File: config.mk
export PLATFORM = sky130hd
export DESIGN_NAME = pong_match_ctrl
export DESIGN_NICKNAME = d
export VERILOG_FILES = /design/src/rtl/pong_match_ctrl.sv
export SDC_FILE = /design/constraint.sdc
export NUM_CORES = 1
export LEC_CHECK = 0
export CAP_MARGIN = 20
export CORE_MARGIN = 2
export CORE_UTILIZATION = 45
export CTS_CLUSTER_DIAMETER = 30
export DETAILED_ROUTE_END_ITERATION = 10
export DONT_BUFFER_PORTS = 1
export GPL_ROUTABILITY_DRIVEN = 0
export PLACE_DENSITY = 0.62
export SETUP_SLACK_MARGIN = 0.3
export SYNTH_ARGS = -nofsm -noshare
export SYNTH_HDL_FRONTEND = slang
export SYNTH_SLANG_ARGS = --single-unit
File: constraint.sdc
create_clock -name clk_0 -period 3.9 [get_ports clk_0]
set_input_delay 0.78 -clock clk_0 [delete_from_list [all_inputs] [get_ports clk_0]]
set_output_delay 0.78 -clock clk_0 [all_outputs]
set_load 0.05 [all_outputs]
File: src/rtl/pong_match_ctrl.sv
// rtl/pong_match_ctrl.sv - Pong match sequencer: menu, serve countdown, play, pause, scoring and game over
//
// Ports:
//   clk_0, rst          sole clock, synchronous active-high reset
//   start_trigger       start from MENU / return to MENU from OVER
//   pause_trigger       pause toggle (SERVE/PLAY <-> PAUSE)
//   mode_choice         menu selection, latched into active_mode at start
//   point_valid,
//   point_player        point scored by the indexed player (PLAY only)
//   scores              packed per-player scores, player i at [i*SCORE_W +: SCORE_W]
//   state               MENU=0 SERVE=1 PLAY=2 PAUSE=3 OVER=4
//   game_startup, ball_enable, paused, game_over, winner, serve_player, active_mode
//                       registered status outputs
module pong_match_ctrl #(
    parameter int N_PLAYERS       = 2,
    parameter int SCORE_W         = 4,
    parameter int WIN_SCORE       = 11,
    parameter int WIN_BY          = 2,
    parameter int SERVE_DELAY_CYC = 25175000
) (
    input  logic                          clk_0,
    input  logic                          rst,
    input  logic                          start_trigger,
    input  logic                          pause_trigger,
    input  logic [1:0]                    mode_choice,
    input  logic                          point_valid,
    input  logic [1:0]                    point_player,
    output logic [N_PLAYERS*SCORE_W-1:0]  scores,
    output logic [2:0]                    state,
    output logic                          game_startup,
    output logic                          ball_enable,
    output logic                          paused,
    output logic                          game_over,
    output logic [1:0]                    winner,
    output logic [1:0]                    serve_player,
    output logic [1:0]                    active_mode
);

    localparam int CNT_W = (SERVE_DELAY_CYC > 1) ? $clog2(SERVE_DELAY_CYC) : 1;
    localparam logic [CNT_W-1:0]   CNT_LOAD  = CNT_W'(SERVE_DELAY_CYC - 1);
    localparam logic [SCORE_W-1:0] SCORE_MAX = '1;

    typedef enum logic [2:0] {
        ST_MENU  = 3'd0,
        ST_SERVE = 3'd1,
        ST_PLAY  = 3'd2,
        ST_PAUSE = 3'd3,
        ST_OVER  = 3'd4
    } state_t;

    state_t                              state_q, state_d;
    state_t                              ret_q, ret_d;
    logic [CNT_W-1:0]                    cnt_q, cnt_d;
    logic [N_PLAYERS-1:0][SCORE_W-1:0]   score_q, score_d;
    logic [1:0]                          winner_d, serve_d, mode_d;

    logic                                point_ok;
    logic [SCORE_W-1:0]                  cur_score, new_score, best_other;
    logic                                scorer_wins;

    assign state  = state_q;
    assign scores = score_q;

    // Scorer's post-increment score versus the strongest opponent.
    always_comb begin
        cur_score  = '0;
        best_other = '0;
        for (int i = 0; i < N_PLAYERS; i++) begin
            if (i == int'(point_player)) begin
                cur_score = score_q[i];
            end else if (score_q[i] > best_other) begin
                best_other = score_q[i];
            end
        end
        new_score   = (cur_score == SCORE_MAX) ? SCORE_MAX : cur_score + 1'b1;
        point_ok    = point_valid && (int'(point_player) < N_PLAYERS);
        // A saturated score cannot grow any further, so it ends the match outright.
        scorer_wins = (new_score == SCORE_MAX) ||
                      ((int'(new_score) >= WIN_SCORE) &&
                       (int'(new_score) - int'(best_other) >= WIN_BY));
    end

    always_comb begin
        state_d  = state_q;
        ret_d    = ret_q;
        cnt_d    = cnt_q;
        score_d  = score_q;
        winner_d = winner;
        serve_d  = serve_player;
        mode_d   = active_mode;
        case (state_q)
            ST_MENU: begin
                if (start_trigger) begin
                    mode_d  = mode_choice;
                    score_d = '0;
                    serve_d = '0;
                    cnt_d   = CNT_LOAD;
                    state_d = ST_SERVE;
                end
            end
            ST_SERVE: begin
                // Pause wins over countdown expiry so the count stays frozen.
                if (pause_trigger) begin
                    ret_d   = ST_SERVE;
                    state_d = ST_PAUSE;
                end else if (cnt_q == '0) begin
                    state_d = ST_PLAY;
                end else begin
                    cnt_d = cnt_q - 1'b1;
                end
            end
            ST_PLAY: begin
                // A point in the same cycle as a pause takes precedence.
                if (point_ok) begin
                    for (int i = 0; i < N_PLAYERS; i++) begin
                        if (i == int'(point_player)) begin
                            score_d[i] = new_score;
                        end
                    end
                    serve_d = point_player;
                    if (scorer_wins) begin
                        winner_d = point_player;
                        state_d  = ST_OVER;
                    end else begin
                        cnt_d   = CNT_LOAD;
                        state_d = ST_SERVE;
                    end
                end else if (pause_trigger) begin
                    ret_d   = ST_PLAY;
                    state_d = ST_PAUSE;
                end
            end
            ST_PAUSE: begin
                if (pause_trigger) begin
                    state_d = ret_q;
                end
            end
            ST_OVER: begin
                if (start_trigger) begin
                    state_d = ST_MENU;
                end
            end
            default: state_d = ST_MENU;
        endcase
    end

    always_ff @(posedge clk_0) begin
        if (rst) begin
            state_q      <= ST_MENU;
            ret_q        <= ST_MENU;
            cnt_q        <= '0;
            score_q      <= '0;
            winner       <= '0;
            serve_player <= '0;
            active_mode  <= '0;
            game_startup <= 1'b1;
            ball_enable  <= 1'b0;
            paused       <= 1'b0;
            game_over    <= 1'b0;
        end else begin
            state_q      <= state_d;
            ret_q        <= ret_d;
            cnt_q        <= cnt_d;
            score_q      <= score_d;
            winner       <= winner_d;
            serve_player <= serve_d;
            active_mode  <= mode_d;
            game_startup <= (state_d == ST_MENU);
            ball_enable  <= (state_d == ST_PLAY);
            paused       <= (state_d == ST_PAUSE);
            game_over    <= (state_d == ST_OVER);
        end
    end

endmodule

=== Yosys cells after proc, flatten, opt, wreduce, memory -nomap -nowiden ===
Index checks and enable logic that the tools add are counted.

* Register bits: 49
* Input bits: 9
* Output and inout bits: 21
* Word-level logic and storage cells: 91

* Add/subtract/negate cells: 3
* $lt $le $gt $ge: 5
* Equal/unequal tests: 20
* Mux-type cells: 34
* Reductions and logical operators: 17

{| class="wikitable"
|+ Operators with widths
! kind !! count
|-
| $mux 25 || 5
|-
| $pmux 25 s3 || 1
|-
| $mux 4 || 9
|-
| $mux 3 || 11
|-
| $logic_not 25->1 || 1
|-
| $sub 25x1->25 const B || 1
|-
| $ne 2x2->1 const B || 10
|-
| $mux 8 || 2
|-
| $pmux 8 s2 || 1
|-
| $pmux 3 s5 || 1
|-
| $eq 3x2->1 const B || 4
|-
| $reduce_and 4->1 || 3
|-
| $eq 4x4->1 const B || 2
|-
| $eq 3x3->1 const B || 2
|-
| $logic_not 3->1 || 2
|-
| $pmux 3 s2 || 1
|-
| $reduce_and 3->1 || 2
|-
| $reduce_and 6->1 || 1
|-
| $ge 5x3->1 const B || 1
|-
| $sub 4x4->5 || 1
|-
| $add 4x1->4 const B || 1
|-
| $ge 4x4->1 const B || 1
|-
| $gt 4x1->1 const B || 1
|-
| $gt 4x4->1 || 1
|-
| 11 further kinds || 14
|}

=== Logic depth before layout (Yosys ltp) ===
Gate-level depths: netlist of run 1.

* Word-level depth: 14
* Gate-level depth with buffers: 16
* Gate-level depth less buffers: 14

=== Worst setup path before layout of run 1 ===
OpenSTA, ideal clock, no wires.

* Kind: input-to-reg
* Start point: input point_player[1]
* End point: register cnt_q[13]
* Setup time: 0.116 ns
* Arrival time: 3.931 ns
* Data required time: 3.784 ns
* Slack: -0.147 ns
* Cell stages on the path: 16
* Buffers on the path: 2
* Path through: clkbuf_1 > o21ai_0 > ha_1 > a21oi_1 > o22ai_1 > o221a_2 > mux2_2 > ha_1 > inv_1 > fa_1 > xor2_1 > a211oi_1 > o31ai_1 > a21boi_4 > buf_6 > o211a_1

* Longest elaborated chain between the ends: 11
* Elaborated cells on any way between the ends: 22
* Classes of those cells: add/sub: 2; order compare: 4; eq/ne: 5; mux: 6; reduce/logical: 5

{| class="wikitable"
|+ Ends and longest elaborated chain
! what !! line !! text
|-
| from (decl) || 27 || <nowiki>input logic [1:0] point_player,</nowiki>
|-
| $logic_not 2->1 || 69 || <nowiki>if (i == int'(point_player)) begin</nowiki>
|-
| $mux 4 || 69 ||
|-
| $mux 4 or $gt 4x4->1 (tied branches) || 69, 71 ||
|-
| $add 4x1->4, or another cell as far along || 75 || <nowiki>new_score = (cur_score == SCORE_MAX) ? SCORE_MAX : cur_score + 1'b1;</nowiki>
|-
| $mux 4 (on tied branches) || 75, 69 ||
|-
| $sub 4x4->5 || 80 || <nowiki>(int'(new_score) - int'(best_other) >= WIN_BY));</nowiki>
|-
| $ge 5x3->1 || 80 ||
|-
| $logic_and 1x1->1 || 79 || <nowiki>((int'(new_score) >= WIN_SCORE) &&</nowiki>
|-
| $logic_or 1x1->1 || 78 || <nowiki>scorer_wins = (new_score == SCORE_MAX) ||</nowiki>
|-
| $ne 2x2->1 (no source line) || -- ||
|-
| $reduce_and 6->1 (no source line) (*) || -- ||
|-
| to (signal assigned) || 163 || <nowiki>cnt_q <= cnt_d;</nowiki>
|-
| to (decl) || 53 || <nowiki>logic [CNT_W-1:0] cnt_q, cnt_d;</nowiki>
|}

Every way passes the cells marked *; elsewhere a longest branch is shown, timed or not.
A chain may end at the register's enable or synchronous reset.

=== Worst setup path after layout of run 1 ===
* Start point: input point_player[1]
* End point: register winner[0]

* Longest elaborated chain between the ends: 10
* Elaborated cells on any way between the ends: 20
* Classes of those cells: add/sub: 2; order compare: 4; eq/ne: 3; mux: 6; reduce/logical: 5

{| class="wikitable"
|+ Ends and longest elaborated chain
! what !! line !! text
|-
| $logic_not 2->1 || 69 ||
|-
| $mux 4 || 69 ||
|-
| $mux 4 or $gt 4x4->1 (tied branches) || 69, 71 ||
|-
| $add 4x1->4, or another cell as far along || 75 ||
|-
| $mux 4 (on tied branches) || 75, 69 ||
|-
| $sub 4x4->5 || 80 ||
|-
| $ge 5x3->1 || 80 ||
|-
| $logic_and 1x1->1 || 79 ||
|-
| $logic_or 1x1->1 || 78 ||
|-
| $reduce_and 3->1 (no source line) (*) || -- ||
|-
| to (signal assigned) || 165 || <nowiki>winner <= winner_d;</nowiki>
|-
| to (decl) || 34 || <nowiki>output logic [1:0] winner,</nowiki>
|}

Marked as above.

==> results.md, run 1 <==
* Least-Margin Pin Slew at about 0.93 ns
* Syn. warnings at 0
* Post-synth EDFFs at 0
* CTS tree: done
* Hold Crit Class: register to register
* Final global-route overflow total at 0
* Vias in the first global route at 2,539
* Number of I/O pins at 30
* Hold Path End: ret_q[1]
* Critical Path End Type: register
* CP startpoint kind: input port
* CP Data Arrival Time at 3.79 ns
* Nets at 375
* WP data required at 4.13 ns
* Buf/Inv on CP at 2
* Largest net degree at the start of global routing at 38
* Reg2reg end: winner[0]
* Pre-antenna DRT Iters at 4
* Worst VDD drop at 0.248 mV
* H-tree depth at 2
* Syn nets at 368
* Cells along the critical path: o21ai_2, ha_1, a21oi_2, o22ai_2, o221a_4, mux2_4, ha_4, inv_2, fa_2, a211oi_4, o31a_1, buf_4, o31ai_1, a21oi_1
* Leading area contributor after synthesis: dfxtp_1
* Share of the synthesized area in the top cell type at 32.7%
* Slew headroom at between 30% and 40%
* Max Slew Vio Count at 0
* Rows at 29
* CTS Hold Bufs at 0
* Total of max-cap violations at 0
* Antenna Nets Post-Route at 0
* Yosys reg bits at 48
* Core ar. at 6310 um^2
* Number of fillers in the final layout at 607
* Synth cell types at 69
* Clk_skew at around 0.013 ns
* R2R Path Start: scores[0]
* Synth top cells by count: 48 x dfxtp_1, 43 x nor2_1, 25 x nand2_1
* Fin crit period at 3.56 ns
* CP max stage cell: fa_2
* Sink Count at 48
* Total CTS buffers at 5
* Post-placement cell area at 3110 um^2
* Most numerous cell in the Yosys netlist: dfxtp_1
* GR Util All Layers at 20.8%
* Initial DRC count at 200
* Ys async rst share at 0%
* CP top delay family: compound AO/OA/AOI/OAI gates
* Root Buffer: clkbuf_8
* CP Max Fanout at 17
* Pwr Total at 1.27 mW
* Vias at 2,692
* Initial antenna violation count at 0
* CP peak stage delay at 0.43 ns
* RSZ-0062 raised after global routing: false
* Status: completed
* Pwr Density at 385 nW/um^2
* I/O Buffers at 0
* Crit path kind: input port to register
* Leakage power at 1.28 nW
* Share of post-route cells with drive strength above 1 at 18.5%
* Clk_lat worst skew at 0.32 ns
* Die Y at 84.8 um
* Final Cycle Share at roughly nine tenths
* Die area at 7190 um^2
* Final TNS setup at 0 ns
* Fmax at 281 MHz
* Finished Core Util at 52.1%
* Total Wirelength at 7360 um
* Routed vias/inst at 6.22
* Worst-path clk slew at 0.10 ns
* Area of the multi-input gates at 1960 um^2
* Sequential area share after synthesis at 32.7%
* Worst R2R Setup Slack at 0.41 ns
* Post-synthesis average cell area at 8.44 um^2
* Final Cell Area at ~3300 um^2
* Area grow syn2layout at 12.0%
* First-pass GRT wire length at 12,200 um
* Min-delay src: ret_q[1]
* Clock Tree Buf Depth at 2
* Ys flop type: dfxtp_1
* Die Wd at 84.8 um
* Hold path depth at 2
* Dpl hpwl at 5250 um
* Initial Utilization at 46.5%
* Worst r2r path cells at 14
* # DRC at 0
* Top cells by area, synth: dfxtp_1 33%, nor2_1 5.5%, mux2i_1 4.8%, ha_1 4.3%, a21oi_1 3.7%
* FF+latch area at 961 um^2
* Routed WL per cell at between 15 and 20 um
* Synthesized cell area at 2940 um^2
* Antenna cells at 0
* Mapped Cells at 348
* Final setup vio count at 0
* Final hold vios at 0
-- metrics by stage --
stage,hold slack (ns),cells,worst slack (ns)
detailed placement,0.465,423,0.115
CTS,0.481,431,0.458
finish,0.475,433,0.343
floorplan,0.454,348,0.238
global placement,0.468,423,0.216
global route,0.502,433,0.295
-- kinds of logic after synthesis --
family | share of synthesized area [%]
mux | 5.54
fa+ha+maj | 4.94
simple gates | 25.9
buf+inv | 4.13
xor+xnor | 0.298
compound gates | 26.5
flops | 32.7
-- per-layer routing --
metal  global-route usage [%]  routed length [um]
met2                     31.2                3330
met1                     30.1                3600
met4                     6.49                  70
met5                        0                   0
met3                     4.23                 366
-- registers in the layout, summed over array words and instances, names as in the netlist --
signal / cells
serve_player: 2
active_mode: 2
scores: 8
game_over: 1
cnt_q: 25
winner: 2
ret_q: 2
paused: 1
state: 3
ball_enable: 1
game_startup: 1
-- cell usage in the layout (no fill, tap or decap), types with 6 or more instances in the layout --
cell type  count
nor3_1        10
dfxtp_1       48
nand3_1        8
buf_4         13
mux2i_1       14
inv_1         14
or4_1          6
a311oi_1       7
a31oi_1        6
o21a_1         6
nor2_1        43
o21ai_0       10
nand2_1       25
ha_1           9
a21oi_1       20
-- report_power, final --
part	switching (mW)	total, mW	internal (mW)	leakage [nW]
Combinational	0.205	0.341	0.136	0.836
Sequential	0.0787	0.609	0.530	0.392
Clock	0.189	0.318	0.129	0.0485
Total	0.473	1.27	0.795	1.28
-- cell type report --
| type | count | share of cell area [%] |
|---|---|---|
| Multi-Input combinational cell | 270 | 59.7 |
| Sequential cell | 48 | 29.2 |
| Timing Repair Buffer | 14 | 3.58 |
| Tap cell | 77 | 2.93 |
| Clock buffer | 5 | 2.09 |
| Inverter | 16 | 1.83 |
| Clock inverter | 3 | 0.685 |
-- timing repair --
item,4_1_cts,5_1_grt
gates resized for setup,0,11
endpoints found under the setup margin,0,9
setup buffers,0,2
-- how the worst max path moves through the flow --
stage	from	end	cells after the start
2_1_floorplan	point_player[1]	cnt_q[21]	16
3_3_place_gp	point_player[0]	cnt_q[9]	14
3_5_place_dp	point_player[0]	cnt_q[1]	14
4_1_cts	point_player[0]	cnt_q[1]	14
5_1_grt	point_player[1]	winner[0]	14
6_report	point_player[1]	winner[0]	14
-- tightest hold or removal path, stage by stage, from the launching register on --
cell,delay [ns]
dfxtp_1,0.32
o21ai_0,0.06
a21oi_1,0.06
Power figures use the tool's default switching activity.
==> run 2: changes to the inputs <==
--- a/config.mk
+++ b/config.mk
@@ -7,12 +7,12 @@
 export LEC_CHECK = 0
 export CAP_MARGIN = 20
 export CORE_MARGIN = 2
-export CORE_UTILIZATION = 45
+export CORE_UTILIZATION = 57
 export CTS_CLUSTER_DIAMETER = 30
 export DETAILED_ROUTE_END_ITERATION = 10
 export DONT_BUFFER_PORTS = 1
 export GPL_ROUTABILITY_DRIVEN = 0
-export PLACE_DENSITY = 0.62
+export PLACE_DENSITY = 0.75
 export SETUP_SLACK_MARGIN = 0.3
 export SYNTH_ARGS = -nofsm -noshare
 export SYNTH_HDL_FRONTEND = slang
==> run 2 against run 1 <==
Effect of this change: worst hold slack worse by 0.0030 ns; fmax is 0.34% higher; routed wire length is 1.0% lower; sequential share of layout area is 0.18 points lower; clock power is 14% higher; global-route usage is 5.0 points higher; core utilization is 14 points higher; die area is 20% lower; largest cell class unchanged; highest routed layer unchanged.
==> results.md, run 2 (synthesis results as in run 1) <==
* Status: completed (unchanged)
* Pwr Density at 392 nW/um^2 (was 385 nW/um^2)
* Fmax at 282 MHz (was 281 MHz)
* Worst R2R Setup Slack at 0.39 ns (was 0.41 ns)
* FF+latch area at 961 um^2 (unchanged)
* Initial antenna violation count at 0 (unchanged)
* Hold Crit Class: register to register (unchanged)
* Min-delay src: ret_q[1] (unchanged)
* Vias at 2,705 (was 2,692)
* Least-Margin Pin Slew at 0.927 ns (was 0.931 ns)
* Die area at 5740 um^2 (was 7190 um^2)
* Most common cell after layout, fill and taps aside: dfxtp_1 (unchanged)
* RSZ-0062 raised after global routing: true (was false)
* Core ar. at 5040 um^2 (was 6310 um^2)
* Final Cycle Share at 90.9% (was 91.2%)
* Commonest non-fill, non-tap cells in the layout: 48 x dfxtp_1, 43 x nor2_1, 25 x nand2_1 (unchanged)
* Total CTS buffers at 5 (unchanged)
* Total Wirelength at 7290 um (was 7360 um)
* Switch share at 34.3% (was 37.3%)
* Total of max-cap violations at 0 (unchanged)
* R2R Path Start: scores[4] (was scores[0])
* Psw at 444 uW (was 473 uW)
* Die Y at 75.8 um (was 84.8 um)
* Initial DRC count at 259 (was 200)
* Critical Path End Type: register (unchanged)
* CTS tree: done (unchanged)
* I/O Buffers at 0 (unchanged)
* Clk_lat worst skew at 0.30 ns (was 0.32 ns)
* Placed Instances at 417 (was 423)
* H-tree depth at 2 (unchanged)
* Number of I/O pins at 30 (unchanged)
* Final setup vio count at 0 (unchanged)
* Pre-antenna DRT Iters at 5 (was 4)
* Clock Tree Buf Depth at 2 (unchanged)
* Max reg flops at 25 (unchanged)
* Reg2reg end: cnt_q[3] (was winner[0])
* Worst Slack Setup Final at 0.355 ns (was 0.343 ns)
* Initial Utilization at 58.2% (was 46.5%)
* CP Max Fanout at 13 (was 17)
* WP data required at 4.10 ns (was 4.13 ns)
* Routed vias/inst at 6.35 (was 6.22)
* Die Wd at 75.8 um (was 84.8 um)
* Leakage power at 1.27 nW (was 1.28 nW)
* Hold path depth at 2 (unchanged)
* Root Buffer: clkbuf_8 (unchanged)
* CP Data Arrival Time at 3.75 ns (was 3.79 ns)
* Worst-path clk slew at 0.09 ns (was 0.10 ns)
* Final hold vios at 0 (unchanged)
* Largest net degree at the start of global routing at 38 (unchanged)
* Clk_skew at 0.00668 ns (was 0.0131 ns)
* Clock power share at 27.8% (was 25.1%)
* Number of fillers in the final layout at 423 (was 607)
* Vias in the first global route at 2,302 (was 2,539)
* Crit path kind: input port to register (unchanged)
* Finished Core Util at 65.6% (was 52.1%)
* GR Util All Layers at 25.8% (was 20.8%)
* Area grow syn2layout at 12.7% (was 12.0%)
* CP startpoint kind: input port (unchanged)
* Place WS at 0.0874 ns (was 0.115 ns)
* Final TNS setup at 0 ns (unchanged)
* Rows at 26 (was 29)
* Gate power share at 24.7% (was 26.9%)
* # DRC at 0 (unchanged)
* Area of the multi-input gates at 1980 um^2 (was 1960 um^2)
* Hold Path End: ret_q[1] (unchanged)
* Share of post-route cells with drive strength above 1 at 18.5% (unchanged)
* Non-Filler Instances at 426 (was 433)
* Largest register by flop count: cnt_q (unchanged)
* Antenna cells at 0 (unchanged)
* Sink Count at 48 (unchanged)
* Worst VDD drop at 0.316 mV (was 0.248 mV)
* Final global-route overflow total at 0 (unchanged)
* Worst r2r path cells at 14 (unchanged)
* Max Slew Vio Count at 0 (unchanged)
* Pint at 852 uW (was 795 uW)
* Nets at 375 (unchanged)
* Pwr Total at 1.30 mW (was 1.27 mW)
* Sequential share of power at 47.5% (was 48.0%)
* Antenna Nets Post-Route at 0 (unchanged)
* Routed WL per cell at 17.1 um (was 17.0 um)
* Slew headroom at 38.1% (was 37.8%)
* Dpl hpwl at 5020 um (was 5250 um)
* CTS Hold Bufs at 0 (unchanged)
* First-pass GRT wire length at 11,300 um (was 12,200 um)
* Fin crit period at 3.54 ns (was 3.56 ns)
[run 2: power groups by stage]
stage / clock, mW / combinational [mW] / sequential (mW)
6_report: 0.361 / 0.320 / 0.616
4_1_cts: 0.366 / 0.314 / 0.614
3_3_place_gp: 0 / 0.308 / 0.624
3_5_place_dp: 0 / 0.312 / 0.625
2_1_floorplan: 0 / 0.269 / 0.609
5_1_grt: 0.377 / 0.354 / 0.623
[run 2: layout make-up]
class,count,share of cell area [%]
Multi-Input combinational cell,270,60.0
Sequential cell,48,29.0
Timing Repair Buffer,14,3.29
Tap cell,70,2.65
Clock buffer,6,2.19
Inverter,16,1.81
Clock inverter,2,1.06
[run 2: timing repair]
action | in CTS | in global routing
gates resized for setup | 0 | 16
buffers inserted | 0 | 1
setup endpoints to repair | 0 | 14
[run 2: worst max-delay path by stage]
stage                          startpoint        end  slack (ns)  cells past startpoint
after floorplan           point_player[1]  cnt_q[21]        0.24                     16
after global placement    point_player[1]   cnt_q[6]        0.10                     15
after detailed placement  point_player[1]   cnt_q[6]        0.09                     15
after CTS                 point_player[1]   cnt_q[6]        0.39                     15
after global routing            scores[4]   cnt_q[1]        0.25                     14
final                     point_player[0]   cnt_q[3]        0.36                     14
[run 2: per-layer routing]
metal  wire length, um  global-route usage (%)
met1              3330                    35.2
met2              3410                    41.7
met3               439                    5.29
met4               111                    6.43
met5                 0                       0
[run 2: through the flow]
| stage | hold WS (ns) | instance area, um^2 |
|---|---|---|
| after global placement | 0.470 | 3100 |
| after detailed placement | 0.465 | 3100 |
| final | 0.472 | 3310 |
| after global routing | 0.514 | 3310 |
| after floorplan | 0.454 | 3000 |
| after CTS | 0.478 | 3210 |
[run 2: worst max-delay path, stage by stage]
cell and delay (ns):
o21ai_4 0.19, ha_4 0.24, a21oi_2 0.11, o22ai_1 0.08, o221a_2 0.33, mux2_4 0.24
ha_4 0.12, inv_2 0.04, fa_2 0.39, xor2_1 0.18, a211oi_4 0.33, o31a_1 0.30
o21ai_4 0.14, a31o_2 0.27
==> run 3: changes to the inputs <==
--- a/config.mk
+++ b/config.mk
@@ -12,6 +12,7 @@
 export DETAILED_ROUTE_END_ITERATION = 10
 export DONT_BUFFER_PORTS = 1
 export GPL_ROUTABILITY_DRIVEN = 0
+export HOLD_SLACK_MARGIN = 0.15
 export PLACE_DENSITY = 0.75
 export SETUP_SLACK_MARGIN = 0.3
 export SYNTH_ARGS = -nofsm -noshare
==> results of run 3 <==
No change in the layout: final DEF, timing and power equal those of run 2.
